### src/rtl/i2c_pkg.sv
// Shared definitions for the I2C request arbiter: FSM encodings and defaults.
// Latency: n/a (package only).
// Backpressure: n/a (package only).
package i2c_pkg;

   // Arbiter FSM states
   typedef enum logic [2:0] {
      IDLE      = 3'd0,
      ARB       = 3'd1,
      START     = 3'd2,
      WAIT_BUSY = 3'd3,
      ADDR      = 3'd4,
      DATA      = 3'd5,
      WAIT_DONE = 3'd6,
      FINISH    = 3'd7
   } state_t;

   // Default bound on cycles spent in any wait state
   localparam int DEF_TIMEOUT = 4095;

   // Idle value of the byte presented to the master (bus released)
   localparam logic [7:0] M_DATA_IDLE = 8'hFF;

endpackage

### src/rtl/i2c_req_arbiter_rr_pick.sv
// Round-robin pick: first asserted request at or after ptr+1, modulo N_REQ.
// Latency: purely combinational.
// Backpressure: none; valid low when no request is asserted.
module rr_pick #(
   parameter int N_REQ = 4,
   parameter int PW    = (N_REQ > 1) ? $clog2(N_REQ) : 1
) (
   input  logic [N_REQ-1:0] req,
   input  logic [PW-1:0]    ptr,
   output logic [PW-1:0]    idx,
   output logic             valid
);

   logic [PW-1:0] cand;

   // Scan candidates ptr+1, ptr+2, ... and keep the first one requesting
   always_comb begin
      idx   = '0;
      valid = 1'b0;
      cand  = '0;
      for (int k = 1; k <= N_REQ; k++) begin
         cand = PW'((int'(ptr) + k) % N_REQ);
         if (!valid && req[cand]) begin
            valid = 1'b1;
            idx   = cand;
         end
      end
   end

endmodule

### src/rtl/i2c_req_arbiter.sv
// Arbitrates N_REQ requesters onto one I2C master and sequences address/data bytes.
// Latency: m_start 2 cycles after req when idle; done 1 cycle after m_busy falls.
// Backpressure: requesters hold req until done; master paced by m_busy/m_byte_ack with timeout.
module i2c_req_arbiter
   import i2c_pkg::*;
#(
   parameter int N_REQ   = 4,
   parameter int TIMEOUT = DEF_TIMEOUT
) (
   input  logic               clk,
   input  logic               rst,
   input  logic [N_REQ-1:0]   req,
   input  logic [7*N_REQ-1:0] addr,
   input  logic [N_REQ-1:0]   rw,
   input  logic [8*N_REQ-1:0] wdata,
   output logic [N_REQ-1:0]   gnt,
   output logic [N_REQ-1:0]   done,
   output logic [N_REQ-1:0]   err,
   output logic [7:0]         rdata,
   output logic               m_start,
   output logic [7:0]         m_data,
   input  logic               m_busy,
   input  logic               m_byte_ack,
   input  logic [7:0]         m_rdata,
   output logic               m_abort
);

   localparam int PW = (N_REQ > 1) ? $clog2(N_REQ) : 1;
   localparam int CW = $clog2(TIMEOUT + 1);

   state_t           state;
   logic [PW-1:0]    ptr;
   logic [PW-1:0]    idx;
   logic [6:0]       addr_q;
   logic             rw_q;
   logic [7:0]       wdata_q;
   logic [CW-1:0]    wait_cnt;

   logic [PW-1:0]    pick_idx;
   logic             pick_vld;
   logic [N_REQ-1:0] pick_oh;
   logic [N_REQ-1:0] idx_oh;
   logic [6:0]       pick_addr;
   logic             pick_rw;
   logic [7:0]       pick_wdata;
   logic             in_wait;
   logic             tmo;

   rr_pick #(
      .N_REQ (N_REQ),
      .PW    (PW)
   ) u_rr_pick (
      .req   (req),
      .ptr   (ptr),
      .idx   (pick_idx),
      .valid (pick_vld)
   );

   // Select the winning requester's fields and build one-hot vectors
   always_comb begin
      pick_addr  = '0;
      pick_rw    = 1'b0;
      pick_wdata = '0;
      for (int i = 0; i < N_REQ; i++) begin
         if (pick_idx == PW'(i)) begin
            pick_addr  = addr[i*7 +: 7];
            pick_rw    = rw[i];
            pick_wdata = wdata[i*8 +: 8];
         end
      end
      pick_oh = N_REQ'(1) << pick_idx;
      idx_oh  = N_REQ'(1) << idx;
      in_wait = (state == WAIT_BUSY) || (state == ADDR) ||
                (state == DATA)      || (state == WAIT_DONE);
      tmo     = in_wait && (wait_cnt == CW'(TIMEOUT));
   end

   // Main sequencer: one-cycle strobes default low, counter clears unless a wait state lingers
   always_ff @(posedge clk or negedge rst) begin
      if (!rst) begin
         state    <= IDLE;
         gnt      <= '0;
         done     <= '0;
         err      <= '0;
         m_start  <= 1'b0;
         m_abort  <= 1'b0;
         m_data   <= M_DATA_IDLE;
         rdata    <= '0;
         ptr      <= PW'(N_REQ - 1);
         wait_cnt <= '0;
         idx      <= '0;
         addr_q   <= '0;
         rw_q     <= 1'b0;
         wdata_q  <= '0;
      end else begin
         done     <= '0;
         err      <= '0;
         m_start  <= 1'b0;
         m_abort  <= 1'b0;
         wait_cnt <= '0;
         if (tmo) begin
            // Give up: report to the owner, reset the master path, move the pointer on
            err     <= idx_oh;
            done    <= idx_oh;
            m_abort <= 1'b1;
            gnt     <= '0;
            ptr     <= idx;
            state   <= IDLE;
         end else begin
            case (state)
               IDLE: begin
                  if ((|req) && !m_busy) state <= ARB;
               end
               ARB: begin
                  if (pick_vld) begin
                     idx     <= pick_idx;
                     addr_q  <= pick_addr;
                     rw_q    <= pick_rw;
                     wdata_q <= pick_wdata;
                     gnt     <= pick_oh;
                     m_start <= 1'b1;
                     m_data  <= {pick_addr, pick_rw};
                     state   <= START;
                  end else begin
                     // Request vanished between IDLE and ARB
                     state <= IDLE;
                  end
               end
               START: begin
                  state <= WAIT_BUSY;
               end
               WAIT_BUSY: begin
                  if (m_busy) state <= ADDR;
                  else        wait_cnt <= wait_cnt + CW'(1);
               end
               ADDR: begin
                  if (m_byte_ack) begin
                     if (rw_q) begin
                        state <= WAIT_DONE;
                     end else begin
                        m_data <= wdata_q;
                        state  <= DATA;
                     end
                  end else begin
                     wait_cnt <= wait_cnt + CW'(1);
                  end
               end
               DATA: begin
                  if (m_byte_ack) state <= WAIT_DONE;
                  else            wait_cnt <= wait_cnt + CW'(1);
               end
               WAIT_DONE: begin
                  if (!m_busy) begin
                     done  <= idx_oh;
                     gnt   <= '0;
                     ptr   <= idx;
                     if (rw_q) rdata <= m_rdata;
                     state <= FINISH;
                  end else begin
                     wait_cnt <= wait_cnt + CW'(1);
                  end
               end
               FINISH: begin
                  state <= IDLE;
               end
               default: begin
                  state <= IDLE;
               end
            endcase
         end
      end
   end

endmodule

### config.mk
export PLATFORM = sky130hd
export DESIGN_NAME = i2c_req_arbiter
export DESIGN_NICKNAME = d
export VERILOG_FILES = /design/src/rtl/i2c_pkg.sv /design/src/rtl/i2c_req_arbiter_rr_pick.sv /design/src/rtl/i2c_req_arbiter.sv
export SDC_FILE = /design/constraint.sdc
export NUM_CORES = 1
export LEC_CHECK = 0
export ABC_AREA = 1
export CAP_MARGIN = 20
export CORE_UTILIZATION = 40
export DETAILED_ROUTE_END_ITERATION = 6
export GPL_TIMING_DRIVEN = 0
export PLACE_DENSITY = 0.71
export SLEW_MARGIN = 15
export SYNTH_ARGS = -nofsm -noshare
export SYNTH_HDL_FRONTEND = slang
export SYNTH_SLANG_ARGS = --single-unit
### constraint.sdc
create_clock -name clk -period 2.6 [get_ports clk]
set_input_delay 0.52 -clock clk [delete_from_list [all_inputs] [get_ports clk]]
set_output_delay 0.52 -clock clk [all_outputs]
set_load 0.02 [all_outputs]
* After elaboration in Yosys (flattened, before gate mapping)
Cells that the tools add are included.
Widths: inputs -> output; s select.
** Cells by class
- Add/subtract/negate cells :: 5
- Multiply operators :: 0
- Div/mod/pow operators :: 0
- $lt $le $gt $ge :: 4
- Equality and inequality tests :: 21
- Shift-type cells :: 2
- Multiplexer cells :: 61
- Bitwise logic cells :: 2
- Reduce and logical (&&, ||, !) cells :: 25
** Operators with widths (count)
- $mux 8 :: 7
- $mux 12 :: 4
- $pmux 12 s3 :: 1
- $mux 4 :: 7
- $mux 7 :: 4
- $pmux 3 s8 :: 1
- $mux 2 :: 9
- $mux 3 :: 6
- $ne 3x3->1 const B :: 6
- $mux 1 :: 16
- $pmux 8 s2 :: 1
- $add 12x1->12 const B :: 1
- $eq 12x12->1 const B :: 1
- $eq 3x3->1 const B :: 4
- $lt 2x3->1 const B :: 4
- $reduce_and 5->1 :: 2
- $bmux 1 s2 :: 4
- $pmux 4 s2 :: 1
- $shl 1x2->4 const A :: 2
- $eq 3x2->1 const B :: 2
- $ne 2x2->1 const B :: 3
- $reduce_and 3->1 :: 2
- $logic_and 1x1->1 :: 5
- $add 2x1->2 const B :: 2
- other kinds (16) :: 25
** Storage, ports and cells
- Register bits after elaboration :: 58
- Latch bits :: 0
- Bits in writable memories :: 0
- Memory bits (read-only) :: 0
- Input bits :: 80
- Memories :: 0

* Longest topological paths before layout
- Word-level depth :: 20
- Mapped depth :: 17
- Depth with buffers taken out :: 16

* By module
A second synthesis with hierarchy kept.
** Unflattened totals
- Cell total of the unflattened synthesis :: 463
- Area total of the unflattened synthesis :: 3369.5 µm²
** Modules (own cells, without submodules)
- i2c_req_arbiter :: times used 1, cells an instance 411, area an instance 3098.0 µm², seq. area each 1463.9 µm²
- rr_pick :: times used 1, cells an instance 52, area an instance 271.5 µm², seq. area each 0.0 µm²

* Worst setup path after synthesis
Ideal clock, no wire load.
- Path type :: register to register
- Start point :: register ptr[0]
- End point :: register wdata_q[1]
- Library setup time :: 0.130 ns
- Data arrival time :: 1.803 ns
- Required time :: 2.470 ns
- Path slack :: 0.666 ns
- Cell stages (with the launch flop) :: 17
- Buffers on the path :: 3
- Cells stage by stage :: dfstp_2 -> buf_6 -> inv_8 -> nand2_2 -> nand2_4 -> nand2_4 -> nand2_2 -> inv_2 -> nand2_2 -> nand2_4 -> nand3_4 -> buf_8 -> buf_8 -> o21ai_2 -> nand2_1 -> o211ai_1 -> nand3_1
** Between the ends
- Word-level cells in the longest chain between the ends :: 18
** RTL lines
- start, declared :: line i2c_req_arbiter.sv:32 : logic [PW-1:0] ptr;
- start signal, assigned :: line i2c_req_arbiter.sv:89 : ptr <= PW'(N_REQ - 1);
- start signal, assigned :: line i2c_req_arbiter.sv:107 : ptr <= idx;
- start signal, assigned :: line i2c_req_arbiter.sv:156 : ptr <= idx;
- $add 2x1->2 :: line i2c_req_arbiter_rr_pick.sv:22 : cand = PW'((int'(ptr) + k) % N_REQ);
- $bmux 1 s2 :: line i2c_req_arbiter_rr_pick.sv:23 : if (!valid && req[cand]) begin
- $mux 1 (implied by the code) :: line i2c_req_arbiter_rr_pick.sv:23
- $mux 1 :: line i2c_req_arbiter_rr_pick.sv:23
- $logic_not 1->1 :: line i2c_req_arbiter_rr_pick.sv:23
- $logic_and 1x1->1 :: line i2c_req_arbiter_rr_pick.sv:23
- $mux 1 :: line i2c_req_arbiter_rr_pick.sv:23
- $logic_not 1->1 :: line i2c_req_arbiter_rr_pick.sv:23
- $logic_and 1x1->1 :: line i2c_req_arbiter_rr_pick.sv:23
- $mux 1 :: line i2c_req_arbiter_rr_pick.sv:23
- $logic_not 1->1 :: line i2c_req_arbiter_rr_pick.sv:23
- $logic_and 1x1->1 :: line i2c_req_arbiter_rr_pick.sv:23
- $mux 2 :: line i2c_req_arbiter_rr_pick.sv:23
- $logic_not 2->1 :: line i2c_req_arbiter.sv:65 : if (pick_idx == PW'(i)) begin
- $mux 8 (4 in series) :: line i2c_req_arbiter.sv:65
- end signal, assigned :: line i2c_req_arbiter.sv:119 : wdata_q <= pick_wdata;
- end, declared :: line i2c_req_arbiter.sv:36 : logic [7:0] wdata_q;
Parallel ways exist; a longest one is shown, timed or not. The select of a mux whose other input is x is not followed.
A chain may end at the register's enable or synchronous reset.

* Worst setup path after layout
- Start point :: input port req[3]
- End point :: register wdata_q[4]
** Between the ends
- Word-level cells in the longest chain between the ends :: 17
** RTL lines
- start, declared :: line i2c_req_arbiter.sv:12 : input logic [N_REQ-1:0] req,
- $bmux 1 s2 :: line i2c_req_arbiter_rr_pick.sv:23
- $mux 1 (implied by the code) :: line i2c_req_arbiter_rr_pick.sv:23
- $mux 1 :: line i2c_req_arbiter_rr_pick.sv:23
- $logic_not 1->1 :: line i2c_req_arbiter_rr_pick.sv:23
- $logic_and 1x1->1 :: line i2c_req_arbiter_rr_pick.sv:23
- $mux 1 :: line i2c_req_arbiter_rr_pick.sv:23
- $logic_not 1->1 :: line i2c_req_arbiter_rr_pick.sv:23
- $logic_and 1x1->1 :: line i2c_req_arbiter_rr_pick.sv:23
- $mux 1 :: line i2c_req_arbiter_rr_pick.sv:23
- $logic_not 1->1 :: line i2c_req_arbiter_rr_pick.sv:23
- $logic_and 1x1->1 :: line i2c_req_arbiter_rr_pick.sv:23
- $mux 2 :: line i2c_req_arbiter_rr_pick.sv:23
- $logic_not 2->1 :: line i2c_req_arbiter.sv:65
- $mux 8 (4 in series) :: line i2c_req_arbiter.sv:65
Parallel ways exist; a longest one is shown, timed or not. The select of a mux whose other input is x is not followed.

==> results.toml <==
[synth]
async_flop_share_pct = 100
ys_ff_latch = 58
ys_dominant_reg_cell = "dfrtp_1"
synth_top_family_by_area = "simple AND/OR/NAND/NOR gates"
synth_edf_count = 0
yosys.cell_count.top_type = "nand2_1"
synth_commonest_cells = "95 x nand2_1, 59 x nor2_1, 52 x nand3_1"
yosys.area.top_type = "dfrtp_1"
synth_adder_area_share_pct = 0.368
synth_compound_area_share_pct = 7.33
synthesis.area_um2 = 3400
synth_area_leaders = "dfrtp_1 35%, nand2_1 10%, dfstp_2 7.7%"
synth.mux.area_fraction_pct = 2.65
synth_top_area_share_pct = 35.4
syn-num-nets = 511
synthSimpleGateAreaFrac_pct = 37.6
yosysSeqAreaShare_pct = 43.1
synthCells = 430
synth_xor_area_share_pct = 1.03
yosys.cell_types.count = 40
yosysWarnings = 0
synth_area_per_cell_um2 = 7.90

[grt]
grt_pass1_wl_um = 14200
grt_overflow = 0
grt_pass1_vias = 3031
grt_usage_pct = 20.9
antenna_found_initial = 0
grt_max_degree = 59

[outcome]
status = "completed"

[die]
core_area_um2 = 8220
die-area_um2 = 8870
rows = 33
die_w_um = 94.2
io_pins = 110
die_y_um = 94.2
floorplan.initialDensity_pct = 41.3

[drt]
routed_wl_um = 8920
dr.pass1.iters = 4
ant_nets = 0
dr_wl_met3_um = 444
drt_iter0_markers = 151
drt-met1-wl_um = 4060
vias_per_cell = 4.83
vias = 3186
routedWlPerCell_um = 13.5
highest_layer = "met4"
drc = 0
wl_met2_um = 4290

[setup_path]
cp_cell_sequence = "clkdlybuf4s50_1, inv_1, nand2_1, nand2_2, nand2_1, nand2_1, nand2_2, nand2_2, nand2_4, nand3_4, nand2_1, inv_1, nand2_1, nand3_1, nand2_1, nand3_1"
path_class = "in2reg"
reg2reg_slack_ns = 0.42
critPathLaunchType = "primary input"
crit_top_cell = "nand2_1"
r2r_end = "wdata_q[4]"
slowest_delay_ns = 0.50
path_buf_inv = 3
worstPathArrival_ns = 2.41
crit_path_end_kind = "flip-flop"
cp_max_fo = 6
critPathSlowestCell = "clkdlybuf4s50_1"
r2r_cells = 16
crit_family = "simple AND/OR/NAND/NOR gates"
r2r-start = "ptr[0]"
worstPathRequired_ns = 2.81

[clocking]
clockRootBuffer = "clkbuf_8"
clk_path_buf_depth = 2
htree_num_levels = 3
cts.sinks = 58
cts_tree = "yes"
cts_buffers = 9
holdBufCountCts = 0
insertion_delay_ns = 0.33
clk_pin_slew_ns = 0.07
post_cts_buffers = 0
cts_resized = 0

[placed_design]
io_buffers = 109
placed_area_um2 = 4620
hpwl_um = 6840
gp_congestion = 0.846

[sta]
period_share_pct = 84.7
max-slew-margin-rel_pct = 51.7
slew_viol_final = 0
tightest_slew_ns = 0.725
tns_ns = 0
fmax_ghz = 0.454
hold_viol_final = 0
grt_setup_unrepaired = "false"
timing.final.crit_period_ns = 2.20
skew_ns = 0.00861
finalSetupViolCount = 0

[finish]
seq_area_um2 = 1460
fillCellCount = 768
areaGrowthSynthToFinish_pct = 40.9
drive_above_1_share_pct = 16.6
fin_nets = 631
n_antenna_cell = 0
multi_input_area_um2 = 1670
fin_area_um2 = 4790

[power]
power.leakage_nw = 2.20
vdd_ir_drop_max_v = 0.000737
powerDensity_nw_per_um2 = 1230

[flow_run]
cap_violations = 0

[min_path]
hold_path.class = "in2async"
## state kept, by name (all words and copies together), names as in the netlist
| signal | cells |
|---|---|
| done | 4 |
| rw_q | 1 |
| ptr | 2 |
| gnt | 4 |
| state | 3 |
| err | 4 |
| wdata_q | 8 |
| m_abort | 1 |
| wait_cnt | 12 |
| rdata | 8 |
| m_data | 8 |
| m_start | 1 |
| idx | 2 |
## per-layer routing
layer	GRT usage, %	vias up
met3	4.37	9
met2	32.9	76
met4	7.69	0
li1	-	1629
met5	0	-
met1	28.2	1472
## layout by cell type (no fill, tap or decap), drive strengths merged, types with 2 or more instances in the layout
cell type | synthesis | routed
nand2 | 121 | 121
xor2 | 3 | 3
mux2 | 8 | 8
o21ai | 16 | 16
dfrtp | 48 | 48
buf | 7 | 8
nand3 | 57 | 57
inv | 43 | 43
o31ai | 2 | 2
clkbuf | 3 | 15
nor3b | 2 | 2
dfstp | 10 | 10
nor2 | 66 | 66
clkdlybuf4s50 | 0 | 108
clkinv | 1 | 4
o211ai | 3 | 3
a21oi | 22 | 22
nor3 | 12 | 12
## through the flow
stage | utilization, % | worst slack (ns) | hold WS, ns | instances | total power, mW
floorplan | - | 0.666 | 0.224 | 430 | 4.08
global placement | 56.2 | -0.782 | 0.447 | 644 | 5.10
detailed placement | 56.2 | 0.0732 | 0.457 | 644 | 5.18
CTS | 58.3 | 0.408 | 0.271 | 659 | 5.92
global route | 58.3 | 0.154 | 0.302 | 659 | 6.38
finish | 58.3 | 0.397 | 0.261 | 659 | 5.88
## worst max-delay path by stage
stage / to / cells after the start / slack (ns) / from
2_1_floorplan: wdata_q[1] / 16 / 0.67 / ptr[0]
3_3_place_gp: wait_cnt[4] / 1 / -0.78 / rst
3_5_place_dp: wdata_q[0] / 16 / 0.07 / req[3]
4_1_cts: wdata_q[4] / 16 / 0.41 / req[3]
5_1_grt: gnt[2] / 10 / 0.15 / wait_cnt[0]
6_report: wdata_q[4] / 16 / 0.40 / req[3]
## final cells by class
| class | count | share of cell area (%) |
|---|---|---|
| multi-input combinational | 318 | 34.8 |
| sequential | 58 | 30.6 |
| timing repair buffer | 109 | 22.7 |
| inverter | 44 | 3.63 |
| clock buffer | 12 | 3.24 |
| tap | 105 | 2.74 |
| buffer | 10 | 1.96 |
| clock inverter | 3 | 0.314 |
## cells by family after synthesis
group,Yosys count
adder cells (fa/ha/maj),1
multiplexers,8
AND/OR/NAND/NOR,261
AO/OA/AOI/OAI,44
flip-flops,58
buffers and inverters,54
XOR/XNOR,4
## power by group
part	internal [mW]	total (mW)	leakage, nW	switching (mW)
Combinational	1.45	3.75	1.36	2.31
Sequential	1.24	1.41	0.745	0.166
Clock	0.387	0.716	0.0920	0.329
Note: power is estimated with default switching activity, not from simulation.
